[src/rtl/cpu_pkg.sv]
//============================================================================
// Module      : cpu_pkg
// Description : Shared multicycle MIPS constants: FSM states, opcodes,
//               ALUOp codes and datapath mux selects.
// Revision    : 1.0 - initial release
//============================================================================
`default_nettype none

package cpu_pkg;

    typedef enum logic [3:0] {
        ST_FETCH     = 4'd0,
        ST_DECODE    = 4'd1,
        ST_MEM_ADDR  = 4'd2,
        ST_MEM_READ  = 4'd3,
        ST_MEM_WB    = 4'd4,
        ST_MEM_WRITE = 4'd5,
        ST_EXECUTE   = 4'd6,
        ST_R_WB      = 4'd7,
        ST_BRANCH    = 4'd8,
        ST_ADDI_EXEC = 4'd9,
        ST_LUI_EXEC  = 4'd10,
        ST_IMM_WB    = 4'd11,
        ST_JUMP      = 4'd12
    } state_t;

    localparam logic [5:0] OP_R    = 6'h00;
    localparam logic [5:0] OP_LW   = 6'h23;
    localparam logic [5:0] OP_SW   = 6'h2B;
    localparam logic [5:0] OP_BEQ  = 6'h04;
    localparam logic [5:0] OP_BNE  = 6'h05;
    localparam logic [5:0] OP_ADDI = 6'h08;
    localparam logic [5:0] OP_LUI  = 6'h0F;
    localparam logic [5:0] OP_J    = 6'h02;

    localparam logic [1:0] ALUOP_FUNCT = 2'b00;
    localparam logic [1:0] ALUOP_SUB   = 2'b01;
    localparam logic [1:0] ALUOP_ADD   = 2'b10;
    localparam logic [1:0] ALUOP_LUI   = 2'b11;

    localparam logic [1:0] ALUSRCB_REG   = 2'b00;
    localparam logic [1:0] ALUSRCB_FOUR  = 2'b01;
    localparam logic [1:0] ALUSRCB_IMM   = 2'b10;
    localparam logic [1:0] ALUSRCB_IMMSH = 2'b11;

    localparam logic [1:0] PCSRC_ALU    = 2'b00;
    localparam logic [1:0] PCSRC_ALUOUT = 2'b01;
    localparam logic [1:0] PCSRC_JUMP   = 2'b10;

    function automatic logic is_legal_op(input logic [5:0] op);
        return (op == OP_R)   || (op == OP_LW)   || (op == OP_SW)  ||
               (op == OP_BEQ) || (op == OP_BNE)  || (op == OP_ADDI) ||
               (op == OP_LUI) || (op == OP_J);
    endfunction

endpackage

`default_nettype wire

[src/rtl/multicycle_control.sv]
//============================================================================
// Module      : multicycle_control
// Description : Main control FSM of the multicycle MIPS datapath.
// Revision    : 1.0 - initial release
//============================================================================
`default_nettype none

module multicycle_control
    import cpu_pkg::*;
(
    input  logic       clk,
    input  logic       rst,
    input  logic [5:0] opcode,
    input  logic       zero,
    output logic       pc_write,
    output logic       i_or_d,
    output logic       mem_read,
    output logic       mem_write,
    output logic       ir_write,
    output logic       reg_write,
    output logic       reg_dst,
    output logic       mem_to_reg,
    output logic       alu_src_a,
    output logic [1:0] alu_src_b,
    output logic [1:0] alu_op,
    output logic [1:0] pc_source,
    output logic [3:0] state,
    output logic       illegal
);

    state_t r_state;
    state_t w_next;

    always_ff @(posedge clk or posedge rst) begin
        if (rst) begin
            r_state <= ST_FETCH;
        end else begin
            r_state <= w_next;
        end
    end

    always_comb begin
        w_next = ST_FETCH;
        case (r_state)
            ST_FETCH:     w_next = ST_DECODE;
            ST_DECODE: begin
                case (opcode)
                    OP_LW, OP_SW:   w_next = ST_MEM_ADDR;
                    OP_R:           w_next = ST_EXECUTE;
                    OP_BEQ, OP_BNE: w_next = ST_BRANCH;
                    OP_ADDI:        w_next = ST_ADDI_EXEC;
                    OP_LUI:         w_next = ST_LUI_EXEC;
                    OP_J:           w_next = ST_JUMP;
                    default:        w_next = ST_FETCH;
                endcase
            end
            ST_MEM_ADDR: begin
                if (opcode == OP_LW) begin
                    w_next = ST_MEM_READ;
                end else if (opcode == OP_SW) begin
                    w_next = ST_MEM_WRITE;
                end else begin
                    w_next = ST_FETCH;
                end
            end
            ST_MEM_READ:  w_next = ST_MEM_WB;
            ST_EXECUTE:   w_next = ST_R_WB;
            ST_ADDI_EXEC: w_next = ST_IMM_WB;
            ST_LUI_EXEC:  w_next = ST_IMM_WB;
            default:      w_next = ST_FETCH;
        endcase
    end

    always_comb begin
        pc_write   = 1'b0;
        i_or_d     = 1'b0;
        mem_read   = 1'b0;
        mem_write  = 1'b0;
        ir_write   = 1'b0;
        reg_write  = 1'b0;
        reg_dst    = 1'b0;
        mem_to_reg = 1'b0;
        alu_src_a  = 1'b0;
        alu_src_b  = ALUSRCB_REG;
        alu_op     = ALUOP_FUNCT;
        pc_source  = PCSRC_ALU;
        illegal    = 1'b0;
        case (r_state)
            ST_FETCH: begin
                mem_read  = 1'b1;
                ir_write  = 1'b1;
                pc_write  = 1'b1;
                alu_src_b = ALUSRCB_FOUR;
                alu_op    = ALUOP_ADD;
            end
            ST_DECODE: begin
                alu_src_b = ALUSRCB_IMMSH;
                alu_op    = ALUOP_ADD;
                illegal   = ~is_legal_op(opcode);
            end
            ST_MEM_ADDR, ST_ADDI_EXEC: begin
                alu_src_a = 1'b1;
                alu_src_b = ALUSRCB_IMM;
                alu_op    = ALUOP_ADD;
            end
            ST_MEM_READ: begin
                mem_read = 1'b1;
                i_or_d   = 1'b1;
            end
            ST_MEM_WB: begin
                reg_write  = 1'b1;
                mem_to_reg = 1'b1;
            end
            ST_MEM_WRITE: begin
                mem_write = 1'b1;
                i_or_d    = 1'b1;
            end
            ST_EXECUTE: begin
                alu_src_a = 1'b1;
            end
            ST_R_WB: begin
                reg_write = 1'b1;
                reg_dst   = 1'b1;
            end
            ST_BRANCH: begin
                alu_src_a = 1'b1;
                alu_op    = ALUOP_SUB;
                pc_source = PCSRC_ALUOUT;
                // Only Mealy output: branch decision taken from the live zero flag
                pc_write  = ((opcode == OP_BEQ) &&  zero) ||
                            ((opcode == OP_BNE) && !zero);
            end
            ST_LUI_EXEC: begin
                alu_src_a = 1'b1;
                alu_src_b = ALUSRCB_IMM;
                alu_op    = ALUOP_LUI;
            end
            ST_IMM_WB: begin
                reg_write = 1'b1;
            end
            ST_JUMP: begin
                pc_write  = 1'b1;
                pc_source = PCSRC_JUMP;
            end
            default: begin
            end
        endcase
        // Strobes are masked while reset is held so an abandoned instruction issues nothing
        if (rst) begin
            pc_write  = 1'b0;
            mem_read  = 1'b0;
            mem_write = 1'b0;
            ir_write  = 1'b0;
            reg_write = 1'b0;
            illegal   = 1'b0;
        end
    end

    assign state = r_state;

endmodule

`default_nettype wire

[config.mk]
export PLATFORM = sky130hd
export DESIGN_NAME = multicycle_control
export DESIGN_NICKNAME = d
export VERILOG_FILES = /design/src/rtl/cpu_pkg.sv /design/src/rtl/multicycle_control.sv
export SDC_FILE = /design/constraint.sdc
export NUM_CORES = 1
export LEC_CHECK = 0
export ABC_AREA = 1
export BUFFER_PORTS_ARGS = -buffer_cell sky130_fd_sc_hd__buf_2
export CAP_MARGIN = 20
export CORE_AREA = 3 3 40 42
export DETAILED_ROUTE_END_ITERATION = 12
export DIE_AREA = 0 0 43 45
export PLACE_DENSITY_LB_ADDON = 0.3
export SETUP_SLACK_MARGIN = 0.05
export SYNTH_ARGS = -nofsm -noshare
export SYNTH_HDL_FRONTEND = slang
export SYNTH_SLANG_ARGS = --single-unit
[constraint.sdc]
create_clock -name clk -period 1.5 [get_ports clk]
set_clock_uncertainty 0.1 [all_clocks]
set_input_delay 0.15 -clock clk [delete_from_list [all_inputs] [get_ports clk]]
set_output_delay 0.15 -clock clk [all_outputs]
set_load 0.005 [all_outputs]
==> qor.txt <==
DR WL/cell: 10.6 microns
max FFs per register: 4
initial core utilization: 40.6%
post-DR vias/cell: 4.82
global-route wire length before repair: 2390 microns
I/O Buffers: 28
WL final: 1580 microns
Data required, critical path: 1.25 ns
H-tree Lvls: 1
clock-pin slew of the registers on the worst-case setup and hold paths: 0.03 ns
largest net degree at the start of global routing: 8
syn nets: 104
vias in the first global route: 591
crit path launch type: flip-flop
TNS Setup: -0.311 ns
# IOs: 29
Congestion Overflow GR: 0
Relative slew margins: 73.0%
Mapped Cells: 95
final net count: 145
final worst slack: -0.0940 ns
Worst Tran Pin Value: 0.403 ns
Mapped Area: 522 sq um
CTS tree: built
initial antenna violation count: 0
Die ar.: 1940 sq um
Tot Pwr: 0.00107 W
via count: 718
Hold Path Class: primary input to flip-flop
fin crit share: 106%
min cycle time layout: 1.59 ns
RSZ-0062 raised after global routing: yes
First DRT Iteration DRCs: 16
Residual DRC: 0
Core Area: 1280 sq um
DR pass1 iterations: 4
pre-CTS WS: 0.0919 ns
die extent in y: 45 microns
Total Routing Usage GR: 16.1%
maxcap violations: 0
Setup CP Type: flip-flop to primary output
# rows: 13
Root Driver: clkbuf_4
Final Hold Fails: 0
Static Leak: 0.497 nW
Netlist cell types: 19
CTS max path bufs: 2
# setup viols final: 7
gpl congestion: 0.800
clk sinks: 4
Antenna Cells: 0
synthesis-to-layout area growth: 60.0%
failing checks: negative setup slack
FMAX: 627 MHz
#FFs+latches synth: 4
YS warnings: 0
pins over their slew limit: 0
P per Cell Area: 1290 nW/um^2
worst-path maximum fanout: 5
post-route antenna net violation count: 0
TritonCTS Buffers: 3
syn_area_per_cell: 5.49 sq um
sequential area share after synthesis: 19.2%
Final HPWL DP: 1120 microns
share of layout cells above drive strength 1: 50.7%
Clock Latency Late Sink: 0.23 ns
maximum vdd drop: 0.000634 V
Worst EP arrival: 1.34 ns
endpoint class of the critical path: primary output
die width: 43 microns
outcome: finished, violations left
per-stage QoR:
stage | cells | utilization (%) | hold WS (ns) | cell area (sq um)
floorplan | 95 | - | -0.161 | 522
global placement | 139 | 53.6 | 0.00606 | 688
detailed placement | 139 | 53.6 | 0.0125 | 688
CTS | 149 | 62.8 | 0.150 | 807
global route | 149 | 64.9 | 0.166 | 835
finish | 149 | 64.9 | 0.156 | 835
repair_timing:
action / in CTS / in global routing
endpoints found under the hold margin: 4 / 0
resized for setup: 14 / 12
pin swaps: 7 / 4
setup buffers: 6 / 0
hold buffers: 1 / 0
endpoints found under the setup margin: 15 / 16
final cells by class:
class	instances	area [sq um]
multi-input combinational	75	413
fill	123	450
sequential	4	104
timing repair buffer	36	206
clock buffer	3	22.5
inverter	16	70.1
tap	15	18.8
routing by layer:
metal | GRT usage (%) | routed length (microns) | vias up
li1 | - | - | 376
met1 | 21.6 | 677 | 320
met2 | 26.3 | 783 | 22
met3 | 5.18 | 115 | 0
met4 | 1.81 | 0 | 0
met5 | 0 | 0 | -
report_power, final:
part / switching [W] / internal, W / total, W
logic: 0.000401 / 0.000338 / 0.000739
clock network: 0.0000387 / 0.0000891 / 0.000128
registers: 0.0000650 / 0.000142 / 0.000207
synthesized netlist by cell type (all sizes together):
master  instances  area, sq um
o211ai          1         12.5
nand4           1         6.26
clkinv          1         5.00
a21oi           2         10.0
nor3            5         30.0
dfrtp           4          100
nand3          12         65.1
nor2           28          120
nand2          21         86.3
xnor2           1         8.76
or2             1         6.26
o21ai           3         15.0
inv            15         56.3
path summary, 6_finish.rpt:
path,start,slack [ns],to,cells past startpoint
worst max-delay path,state[1]$_DFF_PP0_,-0.09,alu_op[1],4
worst max register to register,state[1]$_DFF_PP0_,0.17,state[1]$_DFF_PP0_,7
worst min register to register,state[2]$_DFF_PP0_,0.58,state[3]$_DFF_PP0_,3
max in group asynchronous,rst,0.76,state[2]$_DFF_PP0_,3
min in group asynchronous,rst,0.36,state[1]$_DFF_PP0_,3
worst min-delay path,opcode[3],0.16,state[2]$_DFF_PP0_,3
cells by family after synthesis:
logic type | after synthesis | share of synthesized area, %
and+or+nand+nor | 68 | 60.2
buffers and inverters | 16 | 11.7
AOI/OAI and AO/OA | 6 | 7.19
DFF | 4 | 19.2
xor gates and xnor gates | 1 | 1.68
placed cells by master (no fill, tap or decap), types with 2 or more instances in the layout:
cell	Yosys	final
nand3_1	11	10
inv_1	12	8
nand2_2	3	3
clkbuf_4	0	3
a21oi_1	2	2
nor2_1	24	18
nand3_2	1	2
inv_4	0	2
nor2_2	3	5
inv_2	3	5
buf_2	0	28
nor3_2	1	2
nand2_1	18	17
nor3_1	4	3
dfrtp_2	0	3
buf_4	0	6
o21ai_0	3	2
nor2_4	1	5
critical path, stage by stage (launching register included):
cell and delay (ns):
dfrtp_2 0.45, nor2_4 0.25, nor3_2 0.07, or2_1 0.22
buf_2 0.12
No activity file was read; power rests on OpenSTA's default activity.
